`config.mk`:
```
export PLATFORM = sky130hd
export DESIGN_NAME = iomem_initiator
export DESIGN_NICKNAME = d
export VERILOG_FILES = /design/src/rtl/iomem_initiator.sv
export SDC_FILE = /design/constraint.sdc
export NUM_CORES = 1
export LEC_CHECK = 0
export ABC_CLOCK_PERIOD_IN_PS = 5700
export BUFFER_PORTS_ARGS = -buffer_cell sky130_fd_sc_hd__clkbuf_2
export CAP_MARGIN = 20
export CORE_MARGIN = 5
export CORE_UTILIZATION = 53
export DETAILED_ROUTE_END_ITERATION = 12
export GPL_TIMING_DRIVEN = 1
export PLACE_DENSITY = 0.81
export SETUP_SLACK_MARGIN = 0.5
export SLEW_MARGIN = 20
export SYNTH_ARGS = -nofsm -noshare
export SYNTH_HDL_FRONTEND = slang
export SYNTH_SLANG_ARGS = --single-unit
```
`constraint.sdc`:
```
create_clock -name clk -period 5.7 [get_ports clk]
set_input_delay 0.855 -clock clk [delete_from_list [all_inputs] [get_ports clk]]
set_output_delay 0.855 -clock clk [all_outputs]
set_load 0.02 [all_outputs]
```
`src/rtl/iomem_initiator.sv`:
```
// iomem_initiator
// ---------------
// Bus-master adapter for the SoC iomem peripheral bus. A non-CPU agent
// issues one command (single beat or incrementing-address burst) and gets
// back one response per beat. Write bursts repeat the same data word, which
// makes them fill operations. Each beat has a ready timeout, so a dead
// peripheral cannot hang the agent.
//
// Handshakes: a transfer happens on a rising clk edge where valid && ready.
// A valid source holds its payload stable until that edge, and it never
// withdraws valid early. This applies to cmd_*, rsp_* and iomem_*. On the
// iomem side, iomem_ready plays the role of ready.
//
// Ports
//   clk, resetn                  clock, asynchronous active-low reset
//   cmd_valid/cmd_ready          command handshake
//   cmd_addr/wdata/wstrb/count   command payload (wstrb==0 -> read,
//                                count = beats-1)
//   rsp_valid/rsp_ready          per-beat response handshake
//   rsp_rdata/rsp_err/rsp_last   response payload
//   busy                         high while a command is in flight
//   iomem_*                      peripheral bus master side
//   fsm_state                    debug view of the FSM state
//                                (0 IDLE, 1 BUS, 2 RSP)
module iomem_initiator #(
    parameter int unsigned LEN_W          = 8,
    parameter int unsigned TIMEOUT_CYCLES = 1024
) (
    input  logic             clk,
    input  logic             resetn,
    input  logic             cmd_valid,
    output logic             cmd_ready,
    input  logic [31:0]      cmd_addr,
    input  logic [31:0]      cmd_wdata,
    input  logic [3:0]       cmd_wstrb,
    input  logic [LEN_W-1:0] cmd_count,
    output logic             rsp_valid,
    input  logic             rsp_ready,
    output logic [31:0]      rsp_rdata,
    output logic             rsp_err,
    output logic             rsp_last,
    output logic             busy,
    output logic             iomem_valid,
    input  logic             iomem_ready,
    output logic [3:0]       iomem_wstrb,
    output logic [31:0]      iomem_addr,
    output logic [31:0]      iomem_wdata,
    input  logic [31:0]      iomem_rdata,
    output logic [1:0]       fsm_state
);

    typedef enum logic [1:0] {
        IDLE = 2'd0,
        BUS  = 2'd1,
        RSP  = 2'd2
    } state_t;

    // The counter only has to reach TIMEOUT_CYCLES-1. With the timeout
    // disabled (0), the counter wraps freely and nobody looks at it.
    localparam int unsigned     TO_W    = (TIMEOUT_CYCLES > 1) ? $clog2(TIMEOUT_CYCLES) : 1;
    localparam logic [TO_W-1:0] TO_LAST = TO_W'(TIMEOUT_CYCLES - 1);

    state_t           state;
    state_t           state_nxt;
    logic [TO_W-1:0]  to_cnt;
    logic [LEN_W-1:0] beat;
    logic [LEN_W-1:0] count;
    logic             timeout_hit;
    logic             addr_lo_unused;

    // Sub-word address bits carry no meaning on this bus.
    assign addr_lo_unused = ^cmd_addr[1:0];

    assign timeout_hit = (TIMEOUT_CYCLES != 0) && (to_cnt == TO_LAST);

    assign cmd_ready   = (state == IDLE);
    assign busy        = (state != IDLE);
    assign iomem_valid = (state == BUS);
    assign rsp_valid   = (state == RSP);
    // beat==count is also true in IDLE after reset, so qualify with RSP.
    assign rsp_last    = (state == RSP) && (rsp_err || (beat == count));
    assign fsm_state   = state;

    always_ff @(posedge clk or negedge resetn) begin
        if (!resetn) begin
            state <= IDLE;
        end else begin
            state <= state_nxt;
        end
    end

    always_comb begin
        state_nxt = state;
        case (state)
            IDLE: if (cmd_valid) state_nxt = BUS;
            // Ready is tested first, so it wins over a same-cycle timeout.
            BUS:  if (iomem_ready || timeout_hit) state_nxt = RSP;
            RSP:  if (rsp_ready) state_nxt = rsp_last ? IDLE : BUS;
            default: state_nxt = IDLE;
        endcase
    end

    always_ff @(posedge clk or negedge resetn) begin
        if (!resetn) begin
            iomem_addr  <= '0;
            iomem_wdata <= '0;
            iomem_wstrb <= '0;
            count       <= '0;
            beat        <= '0;
            to_cnt      <= '0;
            rsp_rdata   <= '0;
            rsp_err     <= 1'b0;
        end else begin
            case (state)
                IDLE: begin
                    if (cmd_valid) begin
                        iomem_addr  <= {cmd_addr[31:2], 2'b00};
                        iomem_wdata <= cmd_wdata;
                        iomem_wstrb <= cmd_wstrb;
                        count       <= cmd_count;
                        beat        <= '0;
                        to_cnt      <= '0;
                    end
                end
                BUS: begin
                    if (iomem_ready) begin
                        rsp_rdata <= (iomem_wstrb == 4'b0000) ? iomem_rdata : 32'h0;
                        rsp_err   <= 1'b0;
                    end else if (timeout_hit) begin
                        rsp_rdata <= 32'h0;
                        rsp_err   <= 1'b1;
                    end else begin
                        to_cnt <= to_cnt + 1'b1;
                    end
                end
                RSP: begin
                    if (rsp_ready && !rsp_last) begin
                        iomem_addr <= iomem_addr + 32'd4;
                        beat       <= beat + 1'b1;
                        to_cnt     <= '0;
                    end
                end
                default: ;
            endcase
        end
    end

endmodule

```
* Yosys cells after proc, flatten, opt, wreduce, memory -nomap -nowiden *
Index checks and enable logic that the tools add are counted.

storage, ports and cells
  output and inout port bits = 108
  input port bits = 113
  word-level logic and storage cells = 59
  flip-flop bits (word level) = 129

operators by class
  reduce and logical (&&, ||, !) cells = 16
  $add $sub $neg = 3
  equality and inequality tests = 10
  muxes and demuxes = 21

operators with widths
  kind                                                             count
  32-bit 2-to-1 mux                                                5
  32-bit one-hot mux with 2 select lines                           1
  10-bit 2-to-1 mux                                                4
  32-bit by 3-bit adder with 32-bit output, second input constant  1
  10-bit one-hot mux with 3 select lines                           1
  8-bit 2-to-1 mux                                                 2
  8-bit one-hot mux with 2 select lines                            1
  10-bit by 1-bit adder with 10-bit output, second input constant  1
  10-bit == test, second input constant                            1
  8-bit by 1-bit adder with 8-bit output, second input constant    1
  8-bit == test                                                    1
  2-bit 2-to-1 mux                                                 3
  2-bit by 1-bit != test with 1-bit output, second input constant  3
  2-bit != test, second input constant                             3
  2-bit one-hot mux with 3 select lines                            1
  3-bit AND reduction                                              2
  2-bit nonzero test                                               3
  5-bit AND reduction                                              1
  4-bit zero test                                                  1
  2-bit AND reduction                                              2
  1-bit 2-to-1 mux                                                 3
  3-bit nonzero test                                               1
  2-bit by 1-bit == test with 1-bit output, second input constant  1
  2-bit == test, second input constant                             1
  other kinds (4)                                                  6

* Logic depth before layout (Yosys ltp) *
Gate-level depths: netlist of the first run.

  depth in word-level cells = 7
  depth in mapped cells = 9
  depth with buffers taken out = 7

* Worst setup path before layout of the first run *
OpenSTA, ideal clock, no wires.

  path kind = register to output
  from = reg state[1], in the netlist fsm_state[1]
  to = out rsp_valid
  arrival = 1.403 ns
  path buffers = 3
  cell stages (with the launch flop) = 6
  path slack = 3.442 ns
  required time = 4.845 ns
  path through = dfrtp_1 buf_4 nand2b_1 clkbuf_1 clkinv_1 clkbuf_1

between the ends
  cells in the longest elaborated chain, start to end = 1

ends and longest elaborated chain
  element                 line  source
  from (decl)             63    state_t state;
  from (signal assigned)  88    state <= state_nxt;
  2-bit == test           79    assign rsp_valid = (state == RSP);
  to (decl)               37    output logic rsp_valid,

Every way passes these cells.

* Worst setup path after layout of the first run *
  from = reg beat[4]
  to = out rsp_last

between the ends
  cells in the longest elaborated chain, start to end = 3

ends and longest elaborated chain
  element                 line  source
  from (decl)             66    logic [LEN_W-1:0] beat;
  from (signal assigned)  139   beat <= beat + 1'b1;
  8-bit == test           81    assign rsp_last = (state == RSP) && (rsp_err || (beat == count));
  1-bit logical OR        81
  1-bit logical AND       81
  to (decl)               41    output logic rsp_last,

Every way passes these cells.

==> results of run 1 <==
==> power breakdown <==
group | switching (W) | internal [W]
Clock | 0.000388 | 0.000633
Sequential | 0.000378 | 0.00130
Combinational | 0.00131 | 0.000718
Total | 0.00207 | 0.00266
==> worst reg2reg max path, cell delays in order (launching register included) <==
cell	delay [ns]
dfrtp_1	0.42
ha_1	0.26
nand4_1	0.21
nor3_1	0.51
nand2b_1	0.31
and2_1	0.24
inv_1	0.15
a31oi_1	0.23
==> flip-flops by register name, indices dropped and copies added (netlist names) <==
signal / count
beat: 8
count: 8
fsm_state: 2
iomem_addr: 30
iomem_wdata: 32
iomem_wstrb: 4
rsp_err: 1
rsp_rdata: 32
to_cnt: 10
==> routing by layer <==
| layer | up-vias | part of all wire [%] |
|---|---|---|
| li1 | 2665 | - |
| met1 | 2704 | 40 |
| met2 | 243 | 50 |
| met3 | 28 | 8.5 |
| met4 | 0 | 1.2 |
| met5 | - | 0 |
==> worst max-delay path by stage <==
stage | to | slack, ns | start
after floorplan | rsp_valid | 3.44 | fsm_state[1]
after global placement | rsp_valid | 2.91 | fsm_state[1]
after detailed placement | rsp_valid | 2.86 | fsm_state[1]
after CTS | rsp_valid | 2.32 | fsm_state[1]
after global routing | rsp_last | 2.37 | beat[4]
final | rsp_last | 2.52 | beat[4]
==> placed cells by master (no fill, tap or decap), types with 3 or more instances in the layout <==
master,synthesis,layout
nor4_1,3,3
a21oi_1,29,28
clkbuf_8,0,6
mux2i_1,6,6
clkinvlp_4,0,5
a41oi_1,3,3
clkinv_2,0,3
inv_1,8,8
xnor2_1,8,8
o32a_1,4,4
nor3_1,13,13
a2bb2oi_1,10,10
nor2b_1,3,3
o21ai_0,27,27
a22oi_1,4,4
nand2_1,169,169
dfrtp_1,127,127
o22ai_1,10,10
nand2b_1,4,4
and4_1,3,3
buf_4,5,5
ha_1,3,3
or3_1,5,5
o21a_1,3,3
clkbuf_16,0,16
or4_1,3,3
and3_1,4,3
clkbuf_2,0,215
nand3_1,25,25
a22o_1,32,32
nand4_1,8,8
nor2_1,41,40
a31oi_1,9,9
==> metrics by stage <==
stage	hold WS, ns	total power (W)	setup slack, ns	area (sq um)
final	0.3526	0.004727	2.524	7681
after global routing	0.4186	0.005027	2.370	7681
after CTS	0.4826	0.004722	2.320	7645
after detailed placement	0.4616	0.003681	2.863	7076
after global placement	0.4589	0.003599	2.909	7076
after floorplan	0.4665	0.002972	3.442	5926
==> area by class of cell <==
cell class | instances | area [sq um]
clock buffers | 23 | 486.7
clock inverters | 9 | 82.58
fillers | 864 | 3207
inverters | 9 | 33.78
multi-input cells | 463 | 2572
flip-flops and latches | 127 | 3178
well taps | 140 | 175.2
repair buffers | 222 | 1152
==> cells by family (layout without fill, tap and decap cells) <==
| family | Yosys count | count (layout) | synth area share, % |
|---|---|---|---|
| AND/OR/NAND/NOR | 292 | 292 | 22.04 |
| multiplexers | 7 | 7 | 1.204 |
| adder cells (fa/ha/maj) | 3 | 3 | 0.6339 |
| flip-flops | 127 | 127 | 53.67 |
| buffers and inverters | 47 | 263 | 3.380 |
| AO/OA/AOI/OAI | 151 | 151 | 17.83 |
| other | 1 | 2 | 0.06332 |
| XOR/XNOR | 8 | 8 | 1.183 |
==> results.sh, run 1 <==
export IMPL_synth_common_cells="nand2_1 (169), dfrtp_1 (127), nor2_1 (41)"
export IMPL_critPathSlowestCell="nor2_1"
export IMPL_cts_root_buf="clkbuf_8"
export IMPL_setup_viol=0
export IMPL_core_area_sq_um=10890
export IMPL_crit_family="simple AND/OR/NAND/NOR gates"
export IMPL_antenna_cells=0
export IMPL_drc=0
export IMPL_rows=38
export IMPL_worstPathRequired_ns=4.85
export IMPL_synth_warning_count=0
export IMPL_post_cts_setup_buffers=0
export IMPL_dp_hpwl_mm=11.51
export IMPL_crit_path_start_kind="register"
export IMPL_cp_num_buf_inv=1
export IMPL_synth_seq_cells=127
export IMPL_path_cells="xnor2_1, nand4_1, nor2_1, nor2_1, nor2_1, clkbuf_2"
export IMPL_grt_max_degree=83
export IMPL_cpMostUsedCell="nor2_1"
export IMPL_die_w_microns=115.7
export IMPL_io_pins=221
export IMPL_clock_sinks=127
export IMPL_final_cells=993
export IMPL_cts_buffers_inserted=17
export IMPL_final_period_utilization_pct=55.72
export IMPL_worst_path_stages=6
export IMPL_reg2reg_from="to_cnt[0]"
export IMPL_grt_first_pass_wirelength_mm=26.12
export IMPL_grt_busiest_layer="met2"
export IMPL_postCtsHoldBufs=0
export IMPL_yosys_top_cells_area="dfrtp_1 (54%), nand2_1 (11%), a22o_1 (4.7%)"
export IMPL_htreeDepth=4
export IMPL_post_cts_resized=0
export IMPL_grtUsageMet2_pct=40.12
export IMPL_drive_above_1_share_pct=31.54
export IMPL_grt_pass1_vias=5371
export IMPL_vias=5640
export IMPL_synth_edf_count=0
export IMPL_synth_top_area_cell="dfrtp_1"
export IMPL_viasPerCell=5.680
export IMPL_min_period_ns=3.176
export IMPL_wl_mm=16.40
export IMPL_slowest_delay_ns=0.48
export IMPL_cts_tree="yes"
export IMPL_dr_pass1_iters=6
export IMPL_postSynthCellCount=636
export IMPL_met3_usage_pct=7.937
export IMPL_clock_latency_ns=0.51
export IMPL_hold_class="input port to asynchronous set/reset pin"
export IMPL_grt_overflow=0
export IMPL_r2r_slack_ns=3.28
export IMPL_nets=956
export IMPL_async_flop_share_pct=100.0
export IMPL_hold_viol=0
export IMPL_wl_per_cell_microns=16.51
export IMPL_vdd_drop_max_mv=0.3724
export IMPL_ant_nets=0
export IMPL_gp_congestion=0.9996
export IMPL_finalSetupTns_ns=0
export IMPL_status="complete, no violations"
export IMPL_synthFlopType="dfrtp_1"
export IMPL_synth_most_common_cell="nand2_1"
export IMPL_clk_path_buf_depth=2
export IMPL_critical_path_max_fanout=6
export IMPL_dpl_cell_count=960
export IMPL_slew_headroom_pct=46.00
export IMPL_max_cap_viol_count=0
export IMPL_start_util_pct=54.39
export IMPL_syn_avg_cell_area_sq_um=9.311
export IMPL_die_area_sq_um=13390
export IMPL_cp_data_arrival_time_ns=2.32
export IMPL_die_y_microns=115.7
export IMPL_netlist_area_leader_share_pct=53.67
export IMPL_power_density_nw_per_um2=615.4
export IMPL_grt_setup_unrepaired="false"
export IMPL_met1_usage_pct=31.29
export IMPL_finClkSkew_ns=0.005759
export IMPL_grt_use_total_pct=24.54
export IMPL_p_leak_nw=3.912
export IMPL_ff2ff_path_depth=7
export IMPL_antenna_found_initial=0
export IMPL_tightestPinTransition_ns=0.8071
export IMPL_syn2layout_area_growth_pct=29.71
export IMPL_r2r_end="to_cnt[7]"
export IMPL_worst_setup_path_type="register to output pin"
export IMPL_cts_clk_slew_worst_paths_ns=0.06
export IMPL_syn_cell_area_sq_um=5922
export IMPL_ys_seq_area_share_pct=53.67
export IMPL_synth_cell_types=59
export IMPL_drtIter0Drc=671
export IMPL_portBuffers=216
export IMPL_endpoint_kind="output pin"
export IMPL_finish_utilization_pct=70.55
export IMPL_max_freq_mhz=314.9
export IMPL_slew_viol_final=0
Note: power is estimated with default switching activity, not from simulation.
==> run 2, diff against run 1 <==
- ABC_CLOCK_PERIOD_IN_PS: 5700 -> 3070
- CORE_UTILIZATION: 53 -> 50
- PLACE_DENSITY: 0.81 -> 0.77
- clock period: 5.7 -> 3.07 ns (I/O delays scaled with it)
==> run 2 against run 1 <==
  * Final cell count increased by 1.0%
  * Clock skew is 0.0037 ns higher
  * Setup slack got worse by 1.9 ns
  * Via count grew 0.90%
  * Sequential share of layout area shrank 0.69 points
  * Largest cell class unchanged
  * Highest routed layer unchanged
==> results.sh, run 2 (synthesized netlist as in run 1, its figures left out) <==
export IMPL_cts_clk_slew_worst_paths_ns=0.05
export IMPL_max_cap_viol_count=0
export IMPL_slew_viol_final=0
export IMPL_p_leak_nw=3.995
export IMPL_r2r_end="iomem_addr[2]"
export IMPL_drc=0
export IMPL_ant_nets=0
export IMPL_slew_headroom_pct=39.95
export IMPL_layout_common_cells="clkbuf_2 (215), nand2_1 (169), dfrtp_1 (127), nor2_1 (39), a22o_1 (32)"
export IMPL_worst_setup_path_type="register to output pin"
export IMPL_htreeDepth=4
export IMPL_fill_cells=950
export IMPL_grt_overflow=0
export IMPL_min_period_ns=2.471
export IMPL_ff2ff_path_depth=6
export IMPL_max_freq_mhz=404.7
export IMPL_antenna_found_initial=0
export IMPL_status="complete, no violations"
export IMPL_drive_above_1_share_pct=31.63
export IMPL_cts_buffers_inserted=17
export IMPL_critical_path_max_fanout=6
export IMPL_finish_utilization_pct=67.83
export IMPL_hold_end="iomem_wdata[14]"
export IMPL_post_cts_setup_buffers=0
export IMPL_final_common_cell="clkbuf_2"
export IMPL_hold_depth=3
export IMPL_dr_pass1_iters=5
export IMPL_wl_mm=17.05
export IMPL_vias=5691
export IMPL_die_area_sq_um=14120
export IMPL_finClkSkew_ns=0.009413
export IMPL_cp_data_arrival_time_ns=2.01
export IMPL_clock_latency_ns=0.41
export IMPL_grt_pass1_vias=5662
export IMPL_design_power_total_w=0.009039
export IMPL_nets=964
export IMPL_die_w_microns=118.8
export IMPL_crit_path_start_kind="register"
export IMPL_rows=39
export IMPL_vdd_drop_max_mv=0.5982
export IMPL_dp_hpwl_mm=12.06
export IMPL_drtIter0Drc=540
export IMPL_min_delay_start="cmd_wdata[14]"
export IMPL_finalSetupTns_ns=0
export IMPL_viasPerCell=5.674
export IMPL_final_period_utilization_pct=80.49
export IMPL_reg2reg_from="beat[2]"
export IMPL_gp_congestion=0.9446
export IMPL_clk_path_buf_depth=2
export IMPL_grt_use_total_pct=24.10
export IMPL_syn2layout_area_growth_pct=31.90
export IMPL_grt_first_pass_wirelength_mm=27.94
export IMPL_hold_class="input port to register"
export IMPL_worstPathRequired_ns=2.61
export IMPL_startpoint="beat[2]"
export IMPL_clock_sinks=127
export IMPL_top_regs="iomem_wdata: 32 flops, rsp_rdata: 32 flops, iomem_addr: 30 flops"
export IMPL_power_density_nw_per_um2=1157
export IMPL_start_util_pct=51.42
export IMPL_cts_root_buf="clkbuf_16"
export IMPL_setup_viol=0
export IMPL_die_y_microns=118.8
export IMPL_grt_max_degree=52
export IMPL_grt_setup_unrepaired="true"
export IMPL_core_area_sq_um=11520
export IMPL_io_pins=221
export IMPL_portBuffers=216
export IMPL_endpoint_kind="output pin"
export IMPL_tightestPinTransition_ns=0.8938
export IMPL_hold_viol=0
export IMPL_cts_tree="yes"
export IMPL_antenna_cells=0
export IMPL_wl_per_cell_microns=17.00
export IMPL_r2r_slack_ns=0.74
## run 2: changes by cell type in the layout (fill, tap and decap cells not counted), moves of 2 or more
cell,before,now
clkbuf_8,6,8
clkinv_2,3,1
buf_4,5,12
bufinv_16,1,3
clkinvlp_4,5,0
## run 2: area by class of cell
| cell class | count | area (sq um) | area share [%] |
|---|---|---|---|
| repair buffers | 230 | 1207 | 15.46 |
| clock inverters | 4 | 95.09 | 1.217 |
| flip-flops and latches | 127 | 3178 | 40.69 |
| multi-input cells | 463 | 2575 | 32.96 |
| clock buffers | 27 | 543.0 | 6.952 |
| well taps | 143 | 178.9 | 2.291 |
| inverters | 9 | 33.78 | 0.4325 |
## run 2: power breakdown
group	switching, W	internal [W]
Sequential	0.000711	0.00242
Clock	0.000683	0.00145
Combinational	0.00244	0.00134
## run 2: how the worst max path moves through the flow
stage	to	slack, ns
CTS	rsp_last	0.54
detailed placement	iomem_addr[2]	0.74
finish	rsp_last	0.60
global placement	iomem_addr[2]	0.82
floorplan	iomem_addr[30]	0.94
global route	rsp_last	0.46
## run 2: stage by stage
step / setup WS (ns) / hold slack [ns] / cell area, sq um / cells
finish: 0.5989 / 0.2417 / 7811 / 1003
global route: 0.4576 / 0.2324 / 7811 / 1003
CTS: 0.5356 / 0.2291 / 7802 / 1003
global placement: 0.8168 / 0.3689 / 7152 / 971
floorplan: 0.9426 / 0.1649 / 5926 / 637
detailed placement: 0.7401 / 0.3707 / 7152 / 971
## run 2: repair_timing
item                                    4_1_cts  5_1_grt
endpoints found under the setup margin        1        2
hold buffers                                  1        0
resized for setup                             1        2
gates cloned                                  0        0
hold endpoints to repair                     20        0
## run 2: per-layer routing
metal  global-route usage, %  wire (microns)  part of all wire (%)  up-vias
li1                        -               -                     -     2668
met1                   30.78            7137                    42     2795
met2                   39.36            8555                    50      205
met3                   6.682            1095                   6.4       23
met4                   9.124             260                   1.5        0
met5                       0               0                     0        -
## run 2: worst max-delay path, stage by stage (launching register included)
cell      delay [ns]
dfrtp_1         0.44
xnor2_1         0.19
nand4_1         0.34
nor2_4          0.29
nor2_1          0.07
nor2_1          0.09
clkbuf_2        0.18
==> run 3, diff against run 2 <==
- ABC_CLOCK_PERIOD_IN_PS: 3070 -> 2400
- clock period: 3.07 -> 2.4 ns (I/O delays scaled with it)
==> run 3 against run 2 <==
  * Final area increased by 14%
  * Critical path depth increased by 4
  * Sequential power rose by 30%
  * Critical endpoint is now iomem_addr[16]
  * Highest routed layer unchanged
==> results.sh, run 3 (synthesized netlist as in run 1, its figures left out) <==
export IMPL_status="complete, no violations"
export IMPL_p_switching_w=0.005747
export IMPL_dp_hpwl_mm=11.80
export IMPL_slew_headroom_pct=54.72
export IMPL_die_w_microns=118.8
export IMPL_die_y_microns=118.8
export IMPL_clk_path_buf_depth=2
export IMPL_slew_viol_final=0
export IMPL_pwr_share_clk_pct=20.5
export IMPL_finalSetupTns_ns=0
export IMPL_nets=1017
export IMPL_cts_tree="yes"
export IMPL_clock_latency_ns=0.41
export IMPL_max_cap_viol_count=0
export IMPL_placed_area_sq_um=7228
export IMPL_endpoint_kind="register"
export IMPL_wl_mm=20.46
export IMPL_clock_sinks=127
export IMPL_cts_clk_slew_worst_paths_ns=0.06
export IMPL_p_leak_nw=4.430
export IMPL_hold_class="input port to asynchronous set/reset pin"
export IMPL_combPwrFrac_pct=49.1
export IMPL_setup_viol=0
export IMPL_crit_path_start_kind="register"
export IMPL_antenna_found_initial=0
export IMPL_htreeDepth=4
export IMPL_io_pins=221
export IMPL_hold_viol=0
export IMPL_min_period_ns=2.150
export IMPL_grt_use_total_pct=25.41
export IMPL_netSwitchingFraction_pct=42.84
export IMPL_finish_utilization_pct=77.61
export IMPL_grt_setup_unrepaired="true"
export IMPL_finClkSkew_ns=0.007801
export IMPL_worstPathRequired_ns=2.66
export IMPL_gp_congestion=0.8630
export IMPL_cp_data_arrival_time_ns=2.41
export IMPL_final_common_cell="clkbuf_2"
export IMPL_antenna_cells=0
export IMPL_p_int_w=0.007668
export IMPL_portBuffers=216
export IMPL_die_area_sq_um=14120
export IMPL_final_cells=1057
export IMPL_ant_nets=0
export IMPL_viasPerCell=5.929
export IMPL_final_period_utilization_pct=89.58
export IMPL_tightestPinTransition_ns=0.6792
export IMPL_vias=6267
export IMPL_drtIter0Drc=798
export IMPL_worst_setup_path_type="register to register"
export IMPL_grt_pass1_vias=5993
export IMPL_grt_first_pass_wirelength_mm=29.35
export IMPL_power_density_nw_per_um2=1501
export IMPL_finalWorstSetupSlack_ns=0.2501
export IMPL_start_util_pct=51.42
export IMPL_cts_root_buf="clkbuf_16"
export IMPL_dr_pass1_iters=5
export IMPL_cts_buffers_inserted=17
export IMPL_pre_cts_ws_ns=0.1615
export IMPL_wl_per_cell_microns=19.35
export IMPL_syn2layout_area_growth_pct=50.92
export IMPL_core_area_sq_um=11520
export IMPL_ff2ff_path_depth=10
export IMPL_r2r_slack_ns=0.25
export IMPL_grt_overflow=0
export IMPL_postCtsHoldBufs=0
export IMPL_grt_max_degree=128
export IMPL_rows=39
export IMPL_drc=0
export IMPL_drive_above_1_share_pct=45.30
export IMPL_max_freq_mhz=465.1
export IMPL_critical_path_max_fanout=5
export IMPL_layout_common_cells="clkbuf_2 (213), nand2_1 (167), dfrtp_1 (108), buf_4 (42), nor2_1 (35)"
export IMPL_top_regs="iomem_wdata: 32 flops, rsp_rdata: 32 flops, iomem_addr: 30 flops"
export IMPL_vdd_drop_max_mv=0.8325
export IMPL_seqPwrFrac_pct=30.4
export IMPL_final_area_sq_um=8937
export IMPL_dpl_cell_count=973
==> run 3: cell types whose count changed in the layout (fill, tap and decap cells not counted), sizes merged <==
cell and change:
nor2 +1, dlygate4sd3 -1, clkbuf -1, clkinvlp +2
bufbuf +1, buf +49, clkinv +2, inv +1
==> run 3: per-layer routing <==
layer  global-route usage [%]  part of all wire (%)  vias up
li1                         -                     -     2794
met1                    32.24                    37     2986
met2                    40.96                    49      391
met3                    7.488                    10       96
met4                    10.57                   4.0        0
met5                        0                     0        -
==> run 3: path summary, 6_finish.rpt <==
check	end	startpoint
min in group clk	iomem_wdata[10]	cmd_wdata[10]
setup / recovery	iomem_addr[16]	beat[2]
hold reg to reg	iomem_wdata[10]	iomem_wdata[10]
max in group asynchronous	beat[1]	resetn
setup reg to reg	iomem_addr[16]	beat[2]
hold / removal	iomem_addr[13]	resetn
==> run 3: what timing repair did <==
action                                  4_1_cts  5_1_grt
resized for setup                            29      102
pin swaps                                    18       43
buffers inserted                             20       22
gates cloned                                  3        7
endpoints found under the setup margin       77      117
==> run 3: power groups by stage <==
stage | Sequential, W | Clock (W) | Combinational [W]
3_5_place_dp | 0.00399 | 0 | 0.00493
2_1_floorplan | 0.00482 | 0 | 0.00227
6_report | 0.00408 | 0.00275 | 0.00659
3_3_place_gp | 0.00394 | 0 | 0.00477
5_1_grt | 0.00420 | 0.00290 | 0.00703
4_1_cts | 0.00398 | 0.00277 | 0.00548
==> run 3: worst max-delay path, stage by stage, from the launching register on <==
cell and delay [ns]:
dfrtp_2 0.44, xnor2_2 0.16, nand4_1 0.19, buf_4 0.19, buf_6 0.12, o31ai_4 0.28
buf_12 0.17, buf_12 0.12, buf_16 0.12, a21oi_1 0.06, a2bb2oi_1 0.15
==> run 3: cell type report <==
type	count	area (sq um)
Inverter	9	46.29
Tap cell	143	178.9
Clock buffer	23	508.0
Multi-Input combinational cell	464	3003
Timing Repair Buffer	282	1871
Sequential cell	127	3202
Fill cell	717	2579
Clock inverter	9	128.9
==> run 3: metrics by stage <==
step / hold slack (ns) / power [W]
2_1_floorplan: 0.06441 / 0.007092
3_3_place_gp: 0.4580 / 0.008712
3_5_place_dp: 0.4623 / 0.008925
4_1_cts: 0.08112 / 0.01223
5_1_grt: 0.04356 / 0.01413
6_report: 0.01973 / 0.01342
